File: src/rtl/pcw_tick_timer.sv
// pcw_tick_timer
//   Divides the 4 MHz clock-enable strobe down to the 300 Hz system tick,
//   keeps a saturating tick count that the CPU reads and clears through a
//   port strobe, drives the timer interrupt request, and watches the enable
//   stream for a stalled generator.
//
// Parameters
//   CE_DIV     : ce_4mhz pulses per tick (2..16383)
//   CE_TIMEOUT : clk cycles without ce_4mhz before ce_lost asserts (17..255)
//
// Ports
//   clk       : system clock
//   reset_n   : asynchronous active-low reset
//   ce_4mhz   : clock-enable strobe, one pulse per high cycle
//   rd_strobe : one-cycle CPU read of the tick count
//   int_en    : timer interrupt enable level
//   rd_data   : {overflow, count[3:0]} snapshot taken by rd_strobe
//   tick      : one-cycle pulse per tick period
//   int_req   : timer interrupt request level
//   ce_lost   : enable-stream watchdog flag
module pcw_tick_timer #(
  parameter int CE_DIV     = 13333,
  parameter int CE_TIMEOUT = 32
) (
  input  logic       clk,
  input  logic       reset_n,
  input  logic       ce_4mhz,
  input  logic       rd_strobe,
  input  logic       int_en,
  output logic [4:0] rd_data,
  output logic       tick,
  output logic       int_req,
  output logic       ce_lost
);

  localparam logic [13:0] DIV_LAST = 14'(CE_DIV - 1);
  localparam logic [7:0]  TO_M1    = 8'(CE_TIMEOUT - 1);

  logic [13:0] r_pre;
  logic [7:0]  r_wd;
  logic [3:0]  r_cnt;
  logic        r_ovf;
  logic        r_tick;
  logic        r_int;
  logic        r_lost;
  logic [4:0]  r_rd;

  logic w_wrap;
  logic w_timeout;

  // Pulse that completes the current prescaler period.
  assign w_wrap    = ce_4mhz && (r_pre == DIV_LAST);
  // Watchdog reaches CE_TIMEOUT at this edge (counter is one below it now).
  assign w_timeout = !ce_4mhz && (r_wd >= TO_M1);

  // Prescaler and enable-stream watchdog.
  always_ff @(posedge clk or negedge reset_n) begin
    if (!reset_n) begin
      r_pre  <= '0;
      r_wd   <= '0;
      r_lost <= 1'b0;
      r_tick <= 1'b0;
    end else begin
      r_tick <= w_wrap;
      if (ce_4mhz) begin
        r_wd   <= '0;
        r_lost <= 1'b0;
        r_pre  <= w_wrap ? 14'd0 : r_pre + 14'd1;
      end else begin
        if (r_wd != 8'hFF) r_wd <= r_wd + 8'd1;
        // A stalled stream discards the partial period, so the first pulse
        // after recovery starts a fresh one.
        if (w_timeout) begin
          r_lost <= 1'b1;
          r_pre  <= '0;
        end
      end
    end
  end

  // Saturating tick count, sticky overflow and read snapshot.
  always_ff @(posedge clk or negedge reset_n) begin
    if (!reset_n) begin
      r_cnt <= '0;
      r_ovf <= 1'b0;
      r_rd  <= '0;
    end else if (rd_strobe) begin
      // Snapshot uses pre-update values; a coincident tick is carried into
      // the freshly cleared count rather than lost.
      r_rd  <= {r_ovf, r_cnt};
      r_cnt <= w_wrap ? 4'd1 : 4'd0;
      r_ovf <= 1'b0;
    end else if (w_wrap) begin
      if (r_cnt == 4'hF) r_ovf <= 1'b1;
      else               r_cnt <= r_cnt + 4'd1;
    end
  end

  always_ff @(posedge clk or negedge reset_n) begin
    if (!reset_n) r_int <= 1'b0;
    else          r_int <= int_en && (r_cnt != 4'd0);
  end

  assign rd_data = r_rd;
  assign tick    = r_tick;
  assign int_req = r_int;
  assign ce_lost = r_lost;

endmodule

File: config.mk
export PLATFORM = sky130hd
export DESIGN_NAME = pcw_tick_timer
export DESIGN_NICKNAME = d
export VERILOG_FILES = /design/src/rtl/pcw_tick_timer.sv
export SDC_FILE = /design/constraint.sdc
export NUM_CORES = 1
export LEC_CHECK = 0
export ABC_AREA = 1
export ABC_CLOCK_PERIOD_IN_PS = 2500
export CORE_ASPECT_RATIO = 1.2
export CORE_UTILIZATION = 50
export CTS_CLUSTER_SIZE = 30
export DETAILED_ROUTE_END_ITERATION = 10
export DONT_BUFFER_PORTS = 1
export GPL_ROUTABILITY_DRIVEN = 0
export GPL_TIMING_DRIVEN = 0
export SETUP_SLACK_MARGIN = 0.05
export SLEW_MARGIN = 0
export SYNTH_ARGS = -nofsm -noshare
export SYNTH_HDL_FRONTEND = slang
export SYNTH_SLANG_ARGS = --single-unit
File: constraint.sdc
create_clock -name clk -period 2.5 [get_ports clk]
set_clock_uncertainty 0.15 [all_clocks]
set_input_delay 0.25 -clock clk [delete_from_list [all_inputs] [get_ports clk]]
set_output_delay 0.25 -clock clk [all_outputs]
set_load 0.1 [all_outputs]
==> flow_metrics.env <==
export IMPL_drt_initial_drc_count=72
export IMPL_cts_max_path_buffers=2
export IMPL_place_ws_ns=0.818
export IMPL_start_kind="flop"
export IMPL_slew_headroom_pct=40.0
export IMPL_drc_errors=0
export IMPL_p_comb_share_pct=15.2
export IMPL_grt_use_met3_pct=4.63
export IMPL_synth_commonest_cells="nand2_1, dfrtp_1, inv_1, nand3_1, nor2_1"
export IMPL_r2r_start="r_wd[0]$_DFFE_PN0P_"
export IMPL_worstSetupStartpoint="r_wd[0]$_DFFE_PN0P_"
export IMPL_cts_sinks=35
export IMPL_wl_per_cell_um=12.6
export IMPL_io_pins=13
export IMPL_r2r_cells=6
export IMPL_fp_dieW_um=58.8
export IMPL_tns_ns=0
export IMPL_cp_endpoint="ce_lost$_DFFE_PN0P_"
export IMPL_crit_buf_inv=1
export IMPL_num_antenna_cells=0
export IMPL_setup_viol_count_final=0
export IMPL_cts_setup_buffers=0
export IMPL_first_pass_iters=4
export IMPL_grt_pass1_wl_um=6790
export IMPL_worstPathMaxFanout=9
export IMPL_worstPathCellList="ha_1 -> nand3_1 -> nand3_2 -> inv_2 -> nand2_1 -> o21ai_1"
export IMPL_clk_latency_ns=0.29
export IMPL_grt_busiest_layer="met2"
export IMPL_yosysSeqAreaShare_pct=45.2
export IMPL_layout_nets=269
export IMPL_reg2reg_slack_ns=0.81
export IMPL_drt_wl_total_um=3930
export IMPL_fmax_ghz=0.593
export IMPL_pwr_share_clk_pct=31.4
export IMPL_nFillCells=362
export IMPL_switching_share_pct=29.9
export IMPL_track_usage_pct=22.2
export IMPL_cts_buffers=5
export IMPL_setup_slack_ns=0.813
export IMPL_internal_power_uw=878
export IMPL_ys_types=29
export IMPL_slew_viol_final=0
export IMPL_critPathArrivalTime_ns=1.75
export IMPL_syn_to_final_growth_pct=10.1
export IMPL_worst_path_dominant_cell_family="simple AND/OR/NAND/NOR gates"
export IMPL_cts_repair_resized=0
export IMPL_cpPeakStageDelay_ns=0.42
export IMPL_synth_top_area_share_pct=45.2
export IMPL_synth_top_area_cell="dfrtp_1"
export IMPL_ant_nets=0
export IMPL_synth_edff_count=0
export IMPL_grt_antenna_before_repair=0
export IMPL_tritoncts="built"
export IMPL_power_uw=1250
export IMPL_fp_row_count=24
export IMPL_yosys_top_cells_area="dfrtp_1, nand2_1, nand3_1, inv_1, nor2_1"
export IMPL_p_leak_uw=0.000964
export IMPL_grt_start_max_net_pins=36
export IMPL_cts_hold_buf=4
export IMPL_cap_violations=0
export IMPL_cts_root_buffer_cell="clkbuf_8"
export IMPL_path_class="flop to flop"
export IMPL_end_kind="flop"
export IMPL_path_depth=6
export IMPL_drive_gt1_share_pct=11.9
export IMPL_status="completed"
export IMPL_gr_usage_met2_pct=37.5
export IMPL_worstReg2RegEnd="ce_lost$_DFFE_PN0P_"
export IMPL_yosys_most_used_dff="dfrtp_1"
export IMPL_period_needed_ns=1.69
export IMPL_placement_io_buffers=0
export IMPL_vias_per_cell=4.97
export IMPL_period_share_pct=67.5
export IMPL_p_switching_uw=373
export IMPL_use_met1_pct=26.6
export IMPL_htreeDepth=2
export IMPL_yosysMostFrequentCell="nand2_1"
export IMPL_core_um2=3660
export IMPL_synthCells=248
export IMPL_peakVddDrop_mv=0.320
export IMPL_cpMaxStageDelayCell="dfrtp_1"
export IMPL_async_flop_share_pct=100
export IMPL_hpwl_um=2880
export IMPL_start_util_pct=52.9
export IMPL_worst_ep_required_time_ns=2.57
export IMPL_grt_overflow=0
export IMPL_grt_pass1_vias=1542
export IMPL_hp_class="primary input to flop"
export IMPL_ys_warnings_count=0
export IMPL_vias=1552
export IMPL_clk_pin_slew_ns=0.08
export IMPL_postSynthAreaPerCell_um2=7.81
export IMPL_sequentialPowerShare_pct=53.4
export IMPL_rsz0062_at_grt="false"
export IMPL_cellPowerDensity_nw_per_um2=586
export IMPL_yosys_register_bits=35
export IMPL_syn_num_nets=258
export IMPL_hold_viol=0
export IMPL_syn_area_um2=1940
export IMPL_dieArea_um2=4130
export IMPL_worst_pin_slew_ns=0.901
export IMPL_die_h_um=70.2
## power by group through the flow
stage	combinational (µW)	sequential, µW	clock, µW
4_1_cts	193	668	405
6_report	190	668	393
2_1_floorplan	147	668	0
3_5_place_dp	171	679	0
5_1_grt	220	675	428
3_3_place_gp	170	678	0
## flip-flops by register name (all words and copies together) (netlist names)
register  flops
r_ovf         1
tick          1
r_pre        14
ce_lost       1
rd_data       5
int_req       1
r_wd          8
r_cnt         4
## worst min-delay path by stage
stage | slack, ns | endpoint | from | depth (start not counted)
after global placement | -0.19 | r_pre[0]$_DFFE_PN0P_ | reset_n | 0
after floorplan | -0.20 | ce_lost$_DFFE_PN0P_ | reset_n | 0
after CTS | 0.05 | r_cnt[0]$_DFFE_PN0P_ | ce_4mhz | 3
final | 0.05 | rd_data[4]$_DFFE_PN0P_ | rd_strobe | 2
after detailed placement | -0.19 | r_pre[0]$_DFFE_PN0P_ | reset_n | 0
after global routing | 0.06 | r_cnt[0]$_DFFE_PN0P_ | ce_4mhz | 3
## layer usage
metal,vias up,share of wire [%]
met5,-,0
met4,0,2.4
met3,10,2.4
met2,18,51
met1,701,45
li1,823,-
## cell type report
cell class	instances	area (µm²)	share of cell area, %
clock buffers	7	76.3	3.58
clock inverters	1	5.00	0.234
multi-input cells	178	928	43.5
inverters	32	120	5.63
repair buffers	4	50.0	2.34
flip-flops and latches	35	876	41.0
plain buffers	3	13.8	0.645
well taps	52	65.1	3.05
## cells by family after synthesis
| kind of cell | after synthesis | share of synthesized area [%] |
|---|---|---|
| compound gates | 29 | 8.33 |
| xor+xnor | 7 | 3.16 |
| fa+ha+maj | 5 | 3.23 |
| buf+inv | 35 | 6.91 |
| flops | 35 | 45.2 |
| simple gates | 137 | 33.2 |
## cells in the final DEF (no fill, tap or decap), types with 2 or more instances in the layout
cell type / instances
xor2_1: 5
buf_2: 2
o22ai_1: 5
clkbuf_8: 5
inv_1: 27
nand3_1: 23
xnor2_1: 2
nand2_2: 3
a21oi_1: 6
inv_2: 5
nand4_1: 5
clkbuf_1: 3
ha_1: 5
o21ai_0: 5
dfrtp_1: 35
dlygate4sd3_1: 3
o21ai_1: 9
o21bai_1: 2
nor2_1: 23
nor2_2: 8
nand3_2: 2
nand2_1: 66
## stage by stage
stage,std cells,instance area [µm²],hold slack [ns],utilization (%)
3_3_place_gp,300,2000,-0.195,54.7
4_1_cts,312,2130,0.0491,58.3
6_report,312,2130,0.0546,58.3
5_1_grt,312,2130,0.0573,58.3
2_1_floorplan,248,1940,-0.196,-
3_5_place_dp,300,2000,-0.195,54.7
(Power assumes the default switching activity.)
==> patch 1, RTL diff (config.mk and constraints unchanged) <==
Make the reset (`reset_n`) synchronous in 3 clocked blocks. Comments in the files are not updated.
--- a/src/rtl/pcw_tick_timer.sv
+++ b/src/rtl/pcw_tick_timer.sv
@@ -54,7 +54,7 @@
   assign w_timeout = !ce_4mhz && (r_wd >= TO_M1);
 
   // Prescaler and enable-stream watchdog.
-  always_ff @(posedge clk or negedge reset_n) begin
+  always_ff @(posedge clk) begin
     if (!reset_n) begin
       r_pre  <= '0;
       r_wd   <= '0;
@@ -79,7 +79,7 @@
   end
 
   // Saturating tick count, sticky overflow and read snapshot.
-  always_ff @(posedge clk or negedge reset_n) begin
+  always_ff @(posedge clk) begin
     if (!reset_n) begin
       r_cnt <= '0;
       r_ovf <= 1'b0;
@@ -96,7 +96,7 @@
     end
   end
 
-  always_ff @(posedge clk or negedge reset_n) begin
+  always_ff @(posedge clk) begin
     if (!reset_n) r_int <= 1'b0;
     else          r_int <= int_en && (r_cnt != 4'd0);
   end
Function: no difference found for any inputs over 10 cycles, from zero or initial values and one cycle with reset_n low; that may be too few to reach the edited logic, so the function may still have changed.
==> patch 1 against the original RTL <==
- final area decreased by 8.4%
- setup slack got worse by 1.3 ps
- sequential cell count unchanged
- critical path type unchanged
- maximum frequency about the same
- area after synthesis decreased by 7.7%
- routed wire length decreased by 7.6%
- synthesized cell count increased by 1.2%
- critical path depth increased by 5
Power is not compared: it rests on default switching activity, and its combinational part moved more than twofold at a synthesized area within 25%.
==> patch 1: results (changes against the original RTL) <==
stage,metric,value,unit,change
run_status,status,finished clean,,unchanged
cts,cts_buffer_depth,2,,unchanged
worst_setup_path,slowest_stage,dfxtp_1,,was dfrtp_1
finish,fillCellCount,335,,was 362
placement,dpl_cell_area,1840,um2,was 2000 um2
grt,track_usage,0.225,,was 0.222
finish,n_antenna_cell,0,,unchanged
timing,setup_viol,0,,unchanged
logic_synthesis,yosysUniqueCellTypes,30,,was 29
min_path,hp-class,input pin to flop,,unchanged
logic_synthesis,synth.area.top_cells,"dfxtp_1, nand2_1, nor2_1",,"was dfrtp_1, nand2_1, nand3_1"
grt,antenna_found_initial,0,,unchanged
worst_setup_path,cp_max_fo,4,,was 9
placement,port_buffers,0,,unchanged
detailed_routing,routed_wl,3630,um,was 3930 um
min_path,hold_start,rd_strobe,,unchanged
logic_synthesis,synth_ff_type,dfxtp_1,,was dfrtp_1
finish,top_register,r_pre,,unchanged
worst_setup_path,critical_path.max_stage_delay,330,ps,was 420 ps
timing,maxSlewHeadroom,0.354,,was 0.400
placement,dp_hpwl,2640,um,was 2880 um
cts,cts-buffers-inserted,5,,unchanged
grt,grt_pass1_vias,1493,,was 1542
cts,clk_pin_slew_worst_paths,70,ps,
cts,cts_resized,0,,unchanged
cts,cts_root_buffer,clkbuf_8,,unchanged
worst_setup_path,critical_path.startpoint,r_pre[0]$_SDFFE_PN0P_,,was r_wd[0]$_DFFE_PN0P_
worst_setup_path,required,2540,ps,was 2570 ps
cts,clock_latency,290,ps,about the same
detailed_routing,drt_pass1_iterations,4,,unchanged
logic_synthesis,syn_nets,261,,was 258
placement,place_ws,816,ps,was 818 ps
logic_synthesis,async_flop_share,0,,was 1.00
power_and_ir_drop,peakVddDrop,0.000423,V,
worst_setup_path,worst_path_dominant_cell_family,simple AND/OR/NAND/NOR gates,,unchanged
logic_synthesis,synthTopCellsByCount,"nand2_1, dfxtp_1, nor2_1",,"was nand2_1, dfrtp_1, inv_1"
grt,grt_max_degree,11,,was 36
grt,grt_pass1_wl,6480,um,was 6790 um
finish,drive_gt1_frac,0.115,,was 0.119
finish,nNetsFinal,270,,was 269
logic_synthesis,ys_seq_area_frac,0.392,,was 0.452
finish,largest_reg_flops,14,,unchanged
detailed_routing,route.vias.total,1574,,was 1552
power_and_ir_drop,leakagePower,0.778,nW,
cts,cts_max_level,2,,unchanged
logic_synthesis,ys_warn_count,0,,unchanged
detailed_routing,drt_iter0_drc,92,,was 72
==> patch 1: cell type report <==
cell class,instances,area [um2],area share
multi-input cells,183,965,0.493
clock buffers,8,100,0.0512
inverters,30,113,0.0576
well taps,37,46.3,0.0237
repair buffers,2,20.0,0.0102
plain buffers,3,11.3,0.00576
flip-flops and latches,35,701,0.358
==> patch 1: timing repair <==
item,CTS,global route
hold buffers,2,0
endpoints found under the hold margin,4,0
buffers inserted,0,0
==> patch 1: path summary, 6_finish.rpt <==
kind                           end  cells after the start  slack (ps)
max          r_pre[7]$_SDFFE_PN0P_                     11         810
max reg2reg  r_pre[7]$_SDFFE_PN0P_                     11         810
min reg2reg     r_ovf$_SDFFE_PP0P_                      1         330
min             r_ovf$_SDFFE_PP0P_                      2          10
==> patch 1: power by group <==
group,switching [mW],internal [mW]
registers,0.0350,0.566
clock network,0.202,0.251
logic,0.0359,0.0168
total,0.273,0.834
==> patch 1: stage by stage <==
step                       util  std cells
final                     0.581        298
after floorplan               -        251
after global placement    0.545        288
after CTS                 0.581        298
after global routing      0.581        298
after detailed placement  0.545        288
==> patch 1: per-layer routing <==
layer	wire length [um]	track usage	part of all wire
met2	1760	0.368	0.49
met4	74	0.110	0.020
met5	0	0	0
met3	131	0.0594	0.036
met1	1660	0.275	0.46
==> patch 1: cells by family (layout without fill, tap and decap cells) <==
kind of cell | after synthesis | after routing | synth area share
AO/OA/AOI/OAI | 40 | 40 | 0.124
XOR/XNOR | 7 | 7 | 0.0343
adder cells (fa/ha/maj) | 5 | 5 | 0.0350
buffers and inverters | 33 | 43 | 0.0692
flip-flops | 35 | 35 | 0.392
AND/OR/NAND/NOR | 131 | 131 | 0.345
==> patch 2, RTL diff (same flow settings) <==
Without the edit above. The parameter `CE_DIV` goes from 13333 to 6666.
--- a/src/rtl/pcw_tick_timer.sv
+++ b/src/rtl/pcw_tick_timer.sv
@@ -19,7 +19,7 @@
 //   int_req   : timer interrupt request level
 //   ce_lost   : enable-stream watchdog flag
 module pcw_tick_timer #(
-  parameter int CE_DIV     = 13333,
+  parameter int CE_DIV     = 6666,
   parameter int CE_TIMEOUT = 32
 ) (
   input  logic       clk,
Formal check against the unedited RTL: no difference found for any inputs over 10 cycles, from zero or initial values and one cycle with reset_n low; that may be too few to reach the edited logic, so the function may still have changed.
==> patch 2 against the original RTL <==
- count of clock-buffer cells in the layout decreased by 1
- first-iteration DRC count did not move
- largest power group unchanged
- highest routed layer unchanged
- routed wire length up 3.6%
- non-clock buffer count rose by 2
- total power rose by 4.9%
- final area is 2.4% higher
- critical path type unchanged
- setup slack got worse by 390 ps
- area after synthesis is 1.8% higher
- sequential cell count unchanged
==> patch 2: results (changes against the original RTL) <==
stage,metric,value,unit,change
timing,maxSlewHeadroom,0.397,,was 0.400
logic_synthesis,synthTopCellsByCount,"nand2_1, dfrtp_1, inv_1",,unchanged
detailed_routing,met1_length,1980,um,was 1750 um
grt,use_met2,0.355,,was 0.375
detailed_routing,wl_per_cell,12.5,um,was 12.6 um
cts,ctsHoldBuffers,5,,was 4
detailed_routing,viasPerCell,5.18,,was 4.97
grt,grt_pass1_wl,6960,um,was 6790 um
grt,met3_usage,0.0512,,was 0.0463
worst_setup_path,crit_end,r_ovf$_DFFE_PN0P_,,was ce_lost$_DFFE_PN0P_
detailed_routing,drt_pass1_iterations,4,,unchanged
logic_synthesis,synthAdderAreaFrac,0.0317,,was 0.0323
logic_synthesis,ys_seq_area_frac,0.444,,was 0.452
grt,track_usage,0.219,,was 0.222
logic_synthesis,syn_nets,271,,was 258
timing,worst_hold_slack,37.5,ps,was 54.6 ps
logic_synthesis,synth-compound-area-share,0.0774,,was 0.0833
worst_setup_path,arrival,2150,ps,was 1750 ps
detailed_routing,dr_wl_met3,178,um,was 93 um
cts,cts_root_buffer,clkbuf_8,,unchanged
detailed_routing,drt_iter0_drc,72,,unchanged
logic_synthesis,synth_ff_type,dfrtp_1,,unchanged
worst_setup_path,reg2reg_slack,430,ps,was 810 ps
min_path,hold_path_end,r_pre[1]$_DFFE_PN0P_,,was rd_data[4]$_DFFE_PN0P_
run_status,status,finished clean,,unchanged
power_and_ir_drop,leakagePower,1.04,nW,was 0.964 nW
logic_synthesis,yosysUniqueCellTypes,27,,was 29
worst_setup_path,worst_path_dominant_cell_family,buffers and inverters,,was simple AND/OR/NAND/NOR gates
grt,grt_pass1_vias,1571,,was 1542
worst_setup_path,slowest_stage,dlygate4sd3_1,,was dfrtp_1
detailed_routing,wl_met2,1880,um,was 1990 um
grt,use_met1,0.295,,was 0.266
grt,grt_max_degree,36,,unchanged
worst_setup_path,rr_worst_depth,9,,was 6
min_path,hold_start,ce_4mhz,,was rd_strobe
logic_synthesis,synth.area.top_cells,"dfrtp_1, nand2_1, nand3_1",,unchanged
worst_setup_path,cp_max_fo,4,,was 9
power_and_ir_drop,peakVddDrop,0.000372,V,was 0.000320 V
finish,nNetsFinal,283,,was 269
logic_synthesis,synthXorXnorAreaFrac,0.0311,,was 0.0316
finish,drive_gt1_frac,0.0952,,was 0.119
finish,largest_reg_flops,14,,unchanged
finish,n_antenna_cell,0,,unchanged
placement,dp_hpwl,2940,um,was 2880 um
==> patch 2: through the flow <==
step / util / instances / cell area (um2) / setup slack [ps]
2_1_floorplan: - / 261 / 1970 / 993
3_3_place_gp: 0.552 / 313 / 2040 / 785
5_1_grt: 0.592 / 325 / 2190 / 300
6_report: 0.592 / 325 / 2190 / 426
3_5_place_dp: 0.552 / 313 / 2040 / 784
4_1_cts: 0.592 / 325 / 2190 / 423
==> patch 2: final cells by class <==
cell class	count	area (um2)
Tap cell	52	65.1
Clock inverter	1	5.00
Clock buffer	6	82.6
Fill cell	367	1510
Timing Repair Buffer	5	60.1
Buffer	4	17.5
Inverter	35	131
Sequential cell	35	876
Multi-Input combinational cell	187	948
==> patch 2: report_power, final <==
group	leakage [nW]	total [mW]	switching [mW]	internal [mW]
combinational	0.519	0.220	0.133	0.0866
clock	0.0470	0.414	0.198	0.216
sequential	0.478	0.679	0.0704	0.608
total	1.04	1.31	0.401	0.911
